`src/rtl/cmp_multi.sv`:
```
/*-----------------------------------------------------------------------------
 * Module : cmp_multi
 * Brief  : Multi-channel signed comparator with per-channel persistence filter.
 * Rev    : 1.0 - initial release
 *---------------------------------------------------------------------------*/
`default_nettype none

module cmp_multi #(
  parameter int DATA_W  = 16,
  parameter int CH      = 4,
  parameter int PERSIST = 3
) (
  input  logic                 clk,
  input  logic                 rst_n,
  input  logic                 in_valid,
  input  logic [CH*DATA_W-1:0] a,
  input  logic [CH*DATA_W-1:0] b,
  input  logic [2:0]           mode,
  output logic                 out_valid,
  output logic [CH-1:0]        r_raw,
  output logic [CH-1:0]        r,
  output logic                 any,
  output logic                 all
);

  localparam int              CNT_W = (PERSIST < 1) ? 1 : $clog2(PERSIST + 1);
  localparam logic [CNT_W-1:0] C_SAT = CNT_W'(PERSIST);
  localparam logic [CNT_W-1:0] C_ONE = CNT_W'(1);

  localparam logic [2:0] C_MODE_GTE = 3'd0;
  localparam logic [2:0] C_MODE_GT  = 3'd1;
  localparam logic [2:0] C_MODE_LTE = 3'd2;
  localparam logic [2:0] C_MODE_LT  = 3'd3;
  localparam logic [2:0] C_MODE_EQ  = 3'd4;
  localparam logic [2:0] C_MODE_NE  = 3'd5;

  function automatic logic f_cmp(input logic signed [DATA_W-1:0] x,
                                 input logic signed [DATA_W-1:0] y,
                                 input logic [2:0]               m);
    logic res;
    res = 1'b0;
    case (m)
      C_MODE_GTE: res = (x >= y);
      C_MODE_GT:  res = (x >  y);
      C_MODE_LTE: res = (x <= y);
      C_MODE_LT:  res = (x <  y);
      C_MODE_EQ:  res = (x == y);
      C_MODE_NE:  res = (x != y);
      default:    res = 1'b0;
    endcase
    return res;
  endfunction

  logic [2:0]    r_mode;
  logic          w_mode_chg;
  logic [CH-1:0] w_raw;
  logic [CH-1:0] w_filt;

  // A new mode invalidates every channel's history before the sample is counted
  assign w_mode_chg = (mode != r_mode);

  for (genvar i = 0; i < CH; i++) begin : g_ch
    logic signed [DATA_W-1:0] w_a;
    logic signed [DATA_W-1:0] w_b;
    logic                     w_res;
    logic [CNT_W-1:0]         r_cnt;
    logic [CNT_W-1:0]         w_base;
    logic [CNT_W-1:0]         w_cnt_nxt;

    assign w_a   = a[i*DATA_W +: DATA_W];
    assign w_b   = b[i*DATA_W +: DATA_W];
    assign w_res = f_cmp(w_a, w_b, mode);

    assign w_base    = w_mode_chg ? '0 : r_cnt;
    assign w_cnt_nxt = !w_res           ? '0    :
                       (w_base == C_SAT) ? C_SAT : (w_base + C_ONE);

    assign w_raw[i]  = w_res;
    assign w_filt[i] = (w_cnt_nxt == C_SAT);

    always_ff @(posedge clk or negedge rst_n) begin
      if (!rst_n) begin
        r_cnt <= '0;
      end else if (in_valid) begin
        r_cnt <= w_cnt_nxt;
      end
    end
  end

  always_ff @(posedge clk or negedge rst_n) begin
    if (!rst_n) begin
      out_valid <= 1'b0;
      r_raw     <= '0;
      r         <= '0;
      any       <= 1'b0;
      all       <= 1'b0;
      r_mode    <= C_MODE_GTE;
    end else begin
      out_valid <= in_valid;
      if (in_valid) begin
        r_raw  <= w_raw;
        r      <= w_filt;
        any    <= |w_filt;
        all    <= &w_filt;
        r_mode <= mode;
      end
    end
  end

endmodule

`default_nettype wire

```
`config.mk`:
```
export PLATFORM = sky130hd
export DESIGN_NAME = cmp_multi
export DESIGN_NICKNAME = d
export VERILOG_FILES = /design/src/rtl/cmp_multi.sv
export SDC_FILE = /design/constraint.sdc
export NUM_CORES = 1
export LEC_CHECK = 0
export BUFFER_PORTS_ARGS = -buffer_cell sky130_fd_sc_hd__buf_2
export CAP_MARGIN = 20
export CORE_MARGIN = 5
export CORE_UTILIZATION = 47
export DETAILED_ROUTE_END_ITERATION = 16
export GPL_ROUTABILITY_DRIVEN = 0
export PLACE_DENSITY = 0.82
export SKIP_LAST_GASP = 1
export SLEW_MARGIN = 20
export SYNTH_ARGS = -nofsm -noshare
export SYNTH_HDL_FRONTEND = slang
export SYNTH_SLANG_ARGS = --single-unit
```
`constraint.sdc`:
```
create_clock -name clk -period 2.05 [get_ports clk]
set_input_delay 0.1025 -clock clk [delete_from_list [all_inputs] [get_ports clk]]
set_output_delay 0.1025 -clock clk [all_outputs]
set_load 0.005 [all_outputs]
```
### Yosys cells after proc, flatten, opt, wreduce, memory -nomap -nowiden

Cells that the tools add are included.

| cells by class | value |
|---|---|
| order comparisons | 16 |
| reduce and logical (&&, ||, !) cells | 3 |
| bitwise operators | 0 |
| equal/unequal tests | 22 |
| div/mod/pow operators | 0 |
| $mul | 0 |
| multiplexer cells | 16 |
| add/sub/neg operators | 4 |
| shifts and indexed selects | 0 |

Operators with widths:

| operator | number |
|---|---|
| $eq 16x16->1 | 4 |
| $ge 16x16->1 | 4 |
| $gt 16x16->1 | 4 |
| $le 16x16->1 | 4 |
| $lt 16x16->1 | 4 |
| $ne 16x16->1 | 4 |
| $mux 2 | 12 |
| $pmux 1 s6 | 4 |
| $eq 2x2->1 const B | 8 |
| $add 2x1->2 const B | 4 |
| $eq 3x2->1 const B | 2 |
| $eq 3x3->1 const B | 2 |
| $reduce_and 4->1 | 1 |
| $reduce_or 4->1 | 1 |
| $eq 3x1->1 const B | 1 |
| $logic_not 3->1 | 1 |
| $ne 3x3->1 | 1 |

| storage, ports and cells | value |
|---|---|
| bits in read-only memories | 0 |
| bits in writable memories | 0 |
| input bits | 134 |
| output and inout port bits | 11 |
| latch bits | 0 |
| memories | 0 |
| register bits | 22 |

### Logic depth before layout (Yosys ltp)

| logic depth | value |
|---|---|
| depth after elaboration | 7 |
| mapped depth | 10 |
| depth with buffers taken out | 10 |

### Worst setup path before layout

Ideal clock, no wire load.

| path | value |
|---|---|
| path kind | input to register |
| start point | input port b[15] |
| end point | register r_raw[0] |
| path slack | -290 ps |
| cell stages on the path | 9 |
| buffers on the path | 0 |
| arrival time | 2216 ps |
| data required time | 1925 ps |
| cells stage by stage | inv_1 > ha_1 > nand4_1 > or4_4 > o211ai_2 > xor2_1 > mux2_2 > or2_1 > mux2_2 |

| between the ends | value |
|---|---|
| cells in the longest elaborated chain, start to end | 2 |

Ends and longest elaborated chain:

| item | line | text |
|---|---|---|
| start, declared | 17 | `input logic [CH*DATA_W-1:0] b,` |
| $lt 16x16->1, or another cell as far along | 46 | `C_MODE_LT: res = (x < y);` |
| $pmux 1 s6 (*) | 42 | `case (m)` |
| end signal, assigned | 101 | `r_raw <= w_raw;` |
| end, declared | 20 | `output logic [CH-1:0] r_raw,` |

Every way passes the cells marked *; elsewhere a longest branch is shown, timed or not.
A chain may end at the register's enable or synchronous reset.

### Final worst setup path

| path | value |
|---|---|
| start point | input port b[13] |
| end point | register r_raw[0] |

Same word-level chain as after synthesis.

==> metrics.txt <==
status complete, but fails checks; failing checks setup timing; largest net degree at the start of global routing 29; VDD IR-drop max 0.000284 V; Syn Area/Cell 8.14 µm²; n_diodes 0; Avg Vias per Cell 5.14; CTS Buf Count 3; CP peak stage delay 0.52 ns; CTS tree done; met3 usage 0.0386; Initial Util 0.481; met2 global-route usage 0.403; CTS clock-pin slew for the worst setup and hold paths 0.07 ns; Rows 28; Most Frequent Cell on Critical Path mux2_4; initial antenna violation count 0; cell area after synthesis 2850 µm²; startpoint types input port; commonest non-fill, non-tap cells in the layout buf_2 (135), inv_1 (69), ha_1 (50); final hold violation count 0; Post-synth ARST share 1.00; Synthesis Warnings 0; cell-internal power 1.13 mW; Pwr Total 1.65 mW; final hold slack 0.171 ns; busiest grt layer met2; clock sink total 22; met1 Usage GRT 0.214; I/O Buffers 144; Fmax 461 MHz; Netlist cell types 51; Max FO, Critical Path 3; nets@finish 714; I/O pin total 145; max cap viols 0; commonest non-fill, non-tap cell in the layout buf_2; WL/cell 13.4 µm; Final Max Slew Viols 0; Gate Count Post-Synth 350; PD cells 388 nW/µm²; Final period util 1.06; combinational fraction of design power 0.452; part of the power in registers 0.307; Clock Latency Late Sink 0.26 ns; dominant cell type by area after synthesis ha_1; via count 3,033; clock root buffer clkbuf_8; DIE WIDTH 87.9 µm; slowest CP cell or4_4; Die Area 7720 µm²; FILL cells 485; Primary FF master, synth dfrtp_1; net switching power 0.514 mW; #FFs+latches synth 22; sequential share of the synthesized area 0.193; clock power share 0.242; layout cells sized above 1 0.427; minimum clock period 2.17 ns; initial DRC count 88; first-pass GRT wire length 12,800 µm; RSZ-0062 raised after global routing yes; CP arrival 2.32 ns; drt drc 0; vias in the first global route 3,174; all-layer global routing usage 0.202; Area contributors post-synth ha_1 (28%), dfrtp_1 (19%), inv_1 (10%); Final setup viols 5; CP Capture Type flip-flop; final setup margin -0.121 ns; GRT overflow 0; Critical Setup Path Class input port to flip-flop; Sw Ratio 0.312; Final HPWL DP 6820 µm; Required @ worst endpoint 2.20 ns; Clock Path Buffers 2; TritonRoute pass-1 iters 4; Lkg Pwr 2.33 nW; worst slew pin tran 0.494 ns; HP Class input port to flip-flop; EDFF count, synth 0; Post-Syn Nets 548; Die Span Y 87.9 µm; DRT antenna net count 0; Yosys top cell area share 0.281; core region area 5920 µm²; max_slew headroom 0.671; H-tree Lvls 1; total routed wirelength 7930 µm; design area 4240 µm²; cell area after placement 3960 µm²; Synth-to-Final Area Change 48.9%; clock skew 0.00573 ns; worst-path cell chain buf_8 > inv_12 > ha_4 > nand4_1 > or4_4 > buf_4 > nor3_2 > mux2_4 > or2_1 > mux2_4
-- sequential cells by signal (all words and copies together), names as in the netlist --
signal      flops
any             1
out_valid       1
all             1
r_mode          3
g_ch.r_cnt      8
r_raw           4
r               4
-- path summary, 6_finish.rpt --
| path | startpoint | to | slack, ns | cells after the start |
|---|---|---|---|---|
| setup / recovery | b[13] | r_raw[0]$_DFFE_PN0P_ | -0.12 | 10 |
| hold / removal | mode[0] | r_mode[0]$_DFFE_PN0P_ | 0.17 | 2 |
| setup reg to reg | r_mode[1]$_DFFE_PN0P_ | all$_DFFE_PN0P_ | 0.40 | 6 |
| hold reg to reg | r[3]$_DFFE_PN0P_ | r[3]$_DFFE_PN0P_ | 0.49 | 2 |
| max in group asynchronous | rst_n | g_ch[3].r_cnt[0]$_DFFE_PN0P_ | 1.37 | 2 |
| min in group asynchronous | rst_n | r_raw[1]$_DFFE_PN0P_ | 0.34 | 2 |
-- power by group through the flow --
stage	sequential, mW	combinational, mW	clock [mW]
global placement	0.510	0.661	0
finish	0.505	0.743	0.398
global route	0.510	0.837	0.431
floorplan	0.508	0.398	0
detailed placement	0.512	0.690	0
CTS	0.504	0.725	0.411
-- synthesized netlist by cell type (3+ instances only) --
| cell | instances |
|---|---|
| a211o_1 | 3 |
| a21o_1 | 9 |
| a21oi_1 | 30 |
| clkbuf_1 | 4 |
| dfrtp_1 | 22 |
| ha_1 | 64 |
| inv_1 | 76 |
| mux2_2 | 7 |
| nand2_1 | 16 |
| nand2b_1 | 4 |
| nand3_1 | 10 |
| nand3b_1 | 4 |
| nand4_1 | 14 |
| nor2_1 | 23 |
| nor2b_1 | 5 |
| nor3_1 | 5 |
| o211ai_2 | 3 |
| o21a_1 | 3 |
| o21ai_0 | 6 |
| o21ai_1 | 3 |
| o31ai_1 | 3 |
| xor2_1 | 4 |
-- cell families after synthesis --
group / count (synthesis) / share of synthesized area
AOI/OAI and AO/OA: 75 / 0.188
adders and majority gates: 64 / 0.281
muxes: 11 / 0.0439
xor gates and xnor gates: 4 / 0.0123
and+or+nand+nor: 91 / 0.172
buffers and inverters: 83 / 0.110
DFF: 22 / 0.193
-- stage by stage --
stage	worst slack, ns	setup TNS (ns)	cells	util
6_report	-0.121	-0.367	590	0.717
5_1_grt	-0.201	-0.841	590	0.717
4_1_cts	-0.0895	-0.263	589	0.706
3_5_place_dp	-0.525	-4.40	582	0.669
3_3_place_gp	-0.464	-3.72	582	0.669
2_1_floorplan	-0.230	-0.509	350	-
-- per-layer routing --
| layer | vias up | part of all wire | wire, µm |
|---|---|---|---|
| li1 | 1550 | - | - |
| met1 | 1369 | 0.37 | 2960 |
| met2 | 102 | 0.52 | 4140 |
| met3 | 12 | 0.087 | 687 |
| met4 | 0 | 0.017 | 138 |
| met5 | - | 0 | 0 |
-- area by class of cell --
| cell class | instances | area (µm²) | share of cell area |
|---|---|---|---|
| Clock buffer | 3 | 41.3 | 0.00973 |
| Clock inverter | 1 | 30.0 | 0.00708 |
| Inverter | 77 | 327 | 0.0770 |
| Multi-Input combinational cell | 245 | 2240 | 0.529 |
| Sequential cell | 22 | 551 | 0.130 |
| Tap cell | 75 | 93.8 | 0.0221 |
| Timing Repair Buffer | 167 | 956 | 0.225 |
-- worst max-delay path, delay by kind of cell --
kind                       cells  cell delay (ns)
muxes                          2             0.62
adders and majority gates      1             0.25
buffers and inverters          3             0.27
and+or+nand+nor                4             1.08
-- timing repair --
action | in CTS | in global routing
hold buffers | 1 | 0
pin swaps | 11 | 12
gates resized for setup | 20 | 10
setup buffers | 2 | 1
endpoints found under the setup margin | 6 | 10
hold endpoints to repair | 22 | 0
(Power assumes the default switching activity.)
